File: config.mk
export PLATFORM = sky130hd
export DESIGN_NAME = stream_demux
export DESIGN_NICKNAME = d
export VERILOG_FILES = /design/src/rtl/stream_demux_pkg.sv /design/src/rtl/stream_demux_onehot_decoder.sv /design/src/rtl/stream_demux.sv
export SDC_FILE = /design/constraint.sdc
export NUM_CORES = 1
export LEC_CHECK = 0
export BUFFER_PORTS_ARGS = -buffer_cell sky130_fd_sc_hd__buf_2
export CAP_MARGIN = 10
export CORE_MARGIN = 1
export CORE_UTILIZATION = 36
export DETAILED_ROUTE_END_ITERATION = 16
export PLACE_DENSITY_LB_ADDON = 0.2
export SKIP_LAST_GASP = 1
export SYNTH_ARGS = -nofsm -noshare
export SYNTH_HDL_FRONTEND = slang
export SYNTH_SLANG_ARGS = --single-unit
File: constraint.sdc
create_clock -name clk -period 1.6 [get_ports clk]
set_clock_uncertainty 0.1 [all_clocks]
set_input_delay 0.24 -clock clk [delete_from_list [all_inputs] [get_ports clk]]
set_output_delay 0.24 -clock clk [all_outputs]
set_load 0.03 [all_outputs]
File: src/rtl/stream_demux_pkg.sv
// stream_demux_pkg: shared types and helpers for stream_demux.
// Optional feature macro: STREAM_DEMUX_COUNT_EN (drain counter width).
package stream_demux_pkg;

   localparam int CNT_W  = 16;
   localparam int MAX_CH = 64;

   typedef enum logic {
      ST_EMPTY,
      ST_FULL
   } state_t;

   // One-hot of sel, or all-zero when sel is not below num_ch.
   function automatic logic [MAX_CH-1:0] onehot_dec(
      input int unsigned sel,
      input int unsigned num_ch
   );
      logic [MAX_CH-1:0] v;
      v = '0;
      if (sel < num_ch) begin
         v[sel[5:0]] = 1'b1;
      end
      return v;
   endfunction

endpackage

File: src/rtl/stream_demux_onehot_decoder.sv
// onehot_decoder: SEL_W -> NUM_CH one-hot decode with enable.
// Out-of-range selects and a low enable both give all-zero.
module onehot_decoder
   import stream_demux_pkg::*;
#(
   parameter int SEL_W  = 2,
   parameter int NUM_CH = 4
) (
   input  logic              i_en,
   input  logic [SEL_W-1:0]  i_sel,
   output logic [NUM_CH-1:0] o_onehot
);

   // Pure decode; only the low NUM_CH bits of the helper matter.
   always_comb begin
      o_onehot = '0;
      if (i_en) begin
         o_onehot = NUM_CH'(onehot_dec(32'(i_sel), 32'(NUM_CH)));
      end
   end

endmodule

File: src/rtl/stream_demux.sv
// stream_demux: registered 1-to-NUM_CH valid/ready demultiplexer.
// Optional macro STREAM_DEMUX_COUNT_EN adds a saturating beat_cnt.
module stream_demux
   import stream_demux_pkg::*;
#(
   parameter int SEL_W  = 2,
   parameter int NUM_CH = 4,
   parameter int DATA_W = 8
) (
   input  logic              clk,
   input  logic              rst_n,
   input  logic              enable,
   input  logic              in_valid,
   output logic              in_ready,
   input  logic [SEL_W-1:0]  in_sel,
   input  logic [DATA_W-1:0] in_data,
   output logic [NUM_CH-1:0] out_valid,
   input  logic [NUM_CH-1:0] out_ready,
   output logic [DATA_W-1:0] out_data,
   output logic              err,
   input  logic              err_clr
`ifdef STREAM_DEMUX_COUNT_EN
   ,
   output logic [CNT_W-1:0]  beat_cnt
`endif
);

   state_t            r_state;
   logic [SEL_W-1:0]  r_ch;
   logic [DATA_W-1:0] r_data;
   logic              r_err;

   logic              w_full;
   logic              w_drain;
   logic              w_xfer;
   logic              w_in_range;

   onehot_decoder #(
      .SEL_W  (SEL_W),
      .NUM_CH (NUM_CH)
   ) u_dec (
      .i_en     (w_full),
      .i_sel    (r_ch),
      .o_onehot (out_valid)
   );

   // Handshake terms; only the held channel's ready can drain.
   always_comb begin
      w_full     = (r_state == ST_FULL);
      w_drain    = |(out_valid & out_ready);
      w_in_range = (32'(in_sel) < 32'(NUM_CH));
      in_ready   = enable && (!w_full || w_drain);
      w_xfer     = in_valid && in_ready;
      out_data   = r_data;
      err        = r_err;
   end

   // Hold register FSM: in-range transfers load, drains empty.
   always_ff @(posedge clk or negedge rst_n) begin
      if (!rst_n) begin
         r_state <= ST_EMPTY;
         r_ch    <= '0;
         r_data  <= '0;
      end else begin
         case (r_state)
            ST_EMPTY: begin
               if (w_xfer && w_in_range) begin
                  r_state <= ST_FULL;
                  r_ch    <= in_sel;
                  r_data  <= in_data;
               end
            end
            ST_FULL: begin
               if (w_xfer && w_in_range) begin
                  r_ch    <= in_sel;
                  r_data  <= in_data;
               end else if (w_drain) begin
                  r_state <= ST_EMPTY;
               end
            end
            default: r_state <= ST_EMPTY;
         endcase
      end
   end

   // Sticky out-of-range flag; a new set beats a same-cycle clear.
   always_ff @(posedge clk or negedge rst_n) begin
      if (!rst_n) begin
         r_err <= 1'b0;
      end else if (w_xfer && !w_in_range) begin
         r_err <= 1'b1;
      end else if (err_clr) begin
         r_err <= 1'b0;
      end
   end

`ifdef STREAM_DEMUX_COUNT_EN
   logic [CNT_W-1:0] r_cnt;

   // Saturating drain count; clear restarts at 1 if a drain coincides.
   always_ff @(posedge clk or negedge rst_n) begin
      if (!rst_n) begin
         r_cnt <= '0;
      end else if (err_clr) begin
         r_cnt <= w_drain ? CNT_W'(1) : '0;
      end else if (w_drain && (r_cnt != '1)) begin
         r_cnt <= r_cnt + CNT_W'(1);
      end
   end

   assign beat_cnt = r_cnt;
`endif

endmodule

==> results by group <==
Outcome
  • Outcome: finished with violations
  • Failing checks: negative setup slack

Power and ir drop
  • Lkg Pwr: 0.464 nW
  • Final total power: 1.33 mW
  • PwrDens: 1450 nW/um^2
  • Worst vdd ir: 0.720 mV

Timing
  • Post-layout minimum cycle time: 1.79 ns
  • Fin. Hold Viols: 0
  • RSZ-0062 raised after global routing: true
  • Fmax: 559 MHz
  • Setup Viol. Count Final: 12
  • WHS: 0.111 ns
  • Final max-slew violation count: 0
  • Period utilization: 112%
  • Fin worst setup slack: -0.188 ns

Clocking
  • Root buf cell: clkbuf_4
  • H-tree depth: 1
  • Clk Latency, worst-skew pair: 0.26 ns
  • Reg clk slew, reported paths: 0.06 ns
  • CTS buffer count: 3
  • CTS Sinks: 11
  • CTS tree: built
  • CTS Buffer Depth: 2

Synth
  • Sequential area share after synthesis: 52.5%
  • Post-Syn Area: 524 sq um
  • Synthesis Warnings: 0
  • Synth cell types: 15
  • Synthesized flop and latch total: 11
  • Synth Area per Inst: 13.8 sq um
  • Net count after synthesis: 57
  • Mapped Cells: 38

Finish
  • Ant. Diodes: 0
  • Utilization after layout: 68.9%
  • Most common cell after layout, fill and taps aside: buf_2
  • Share of cells above drive strength 1: 78.0%
  • Area Overhead vs Synth: 75.2%
  • Final #Nets: 102
  • Most frequent cells in the layout: 25 x buf_2, 10 x dfrtp_1, 10 x buf_6
  • Design area: 918 sq um

Floorplan
  • Die area: 1610 sq um
  • Core area: 1330 sq um
  • Effective utilization at floorplan: 39.3%
  • # rows: 13
  • Die Y: 40.2 um
  • # IOs: 33
  • Die width: 40.2 um

Setup path
  • Critical path type: reg -> out
  • Crit path max fanout: 6
  • Nature of the critical path endpoint: primary output
  • Critical Path AT: 1.45 ns
  • Critical Path Start Type: flop
  • WP data required: 1.26 ns

Drt
  • Final ANT Viol Nets: 0
  • Iter 0 DRT Violations: 3
  • Vias per cell: 4.72
  • Post-Route WL: 1.29 mm
  • WL per Instance: 13.3 um
  • Vias: 458
  • TritonRoute pass-1 iters: 2
  • DRC viols: 0

Placement
  • Post-DP Area: 734 sq um
  • PortBufs: 30
  • Final HPWL DP: 832 um
  • Dpl ws: -0.104 ns
  • Routability cong.: 0.633

Global route
  • Vias in the first global route: 410
  • Antenna violations before repair: 0
  • Remaining Overflow, GRT: 0
  • First-pass GRT wire length: 1.81 mm
  • Global-route usage over all layers: 17.9%
  • Largest net degree at the start of global routing: 12

Flow run
  • Max-Cap Viols: 0

Hold path
  • Worst hold path type: in -> reg
## cells in the mapped netlist
cell type	n	area, sq um
buf_4	1	7.51
conb_1	1	3.75
and2_1	2	12.5
nor2b_1	1	6.26
and2_2	1	7.51
a22oi_1	1	7.51
mux2i_1	2	20.0
and3_2	1	7.51
a21oi_1	1	5.00
a221oi_4	1	26.3
a21boi_0	1	7.51
nand2_1	2	7.51
mux2_2	10	113
and2b_2	2	17.5
dfrtp_1	11	275
## registers in the layout, summed over array words and instances, names as in the netlist
| register | count |
|---|---|
| out_data | 8 |
| r_state | 1 |
| r_ch | 2 |
## report_power, final
part	internal, mW	total [mW]	switching [mW]
sequential	0.365	0.429	0.0635
combinational	0.372	0.726	0.354
clock	0.0961	0.176	0.0800
total	0.833	1.33	0.498
## worst paths after layout
path	startpoint	endpoint	slack (ns)	cells past startpoint
setup / recovery	r_ch[0]	in_ready	-0.19	4
hold / removal	in_data[5]	out_data[5]	0.11	2
setup reg to reg	r_ch[0]	out_data[4]	-0.15	4
hold reg to reg	out_data[4]	out_data[4]	0.41	1
max in group asynchronous	rst_n	r_ch[0]	0.90	2
min in group asynchronous	rst_n	r_state	0.28	2
## cells by family after synthesis
family | synth area share (%)
buf+inv | 1.43
other cells | 0.715
simple gates | 11.2
flops | 52.5
compound gates | 8.83
mux | 25.3
## repair_timing
item	4_1_cts	5_1_grt
buffers inserted	5	0
gates resized for setup	29	4
hold buffers	1	0
endpoints found under the setup margin	13	14
pin swaps	3	0
hold endpoints to repair	11	0
## layout make-up
cell class | count | area [sq um]
clock buffer | 4 | 26.3
fill | 106 | 415
multi-input combinational | 26 | 312
sequential | 11 | 277
tap | 15 | 18.8
timing repair buffer | 41 | 285
## per-stage QoR
stage	cells	setup TNS [ns]
finish	97	-1.24
CTS	98	-1.52
global placement	88	-0.591
detailed placement	88	-0.775
floorplan	38	-0.596
global route	97	-1.93
## worst max-delay path, stage by stage (launching register included)
cell and delay, ns:
dfrtp_2 0.46, mux2i_4 0.31, a22oi_2 0.11, and2_1 0.16, buf_6 0.14
## metal layers
layer / wire [um] / global-route usage [%] / vias up / part of all wire, %
li1: - / - / 222 / -
met1: 537 / 20.4 / 218 / 42
met2: 695 / 32.3 / 18 / 54
met3: 56 / 3.33 / 0 / 4.3
met4: 0 / 7.76 / 0 / 0
met5: 0 / 0 / - / 0
Power figures use the tool's default switching activity.
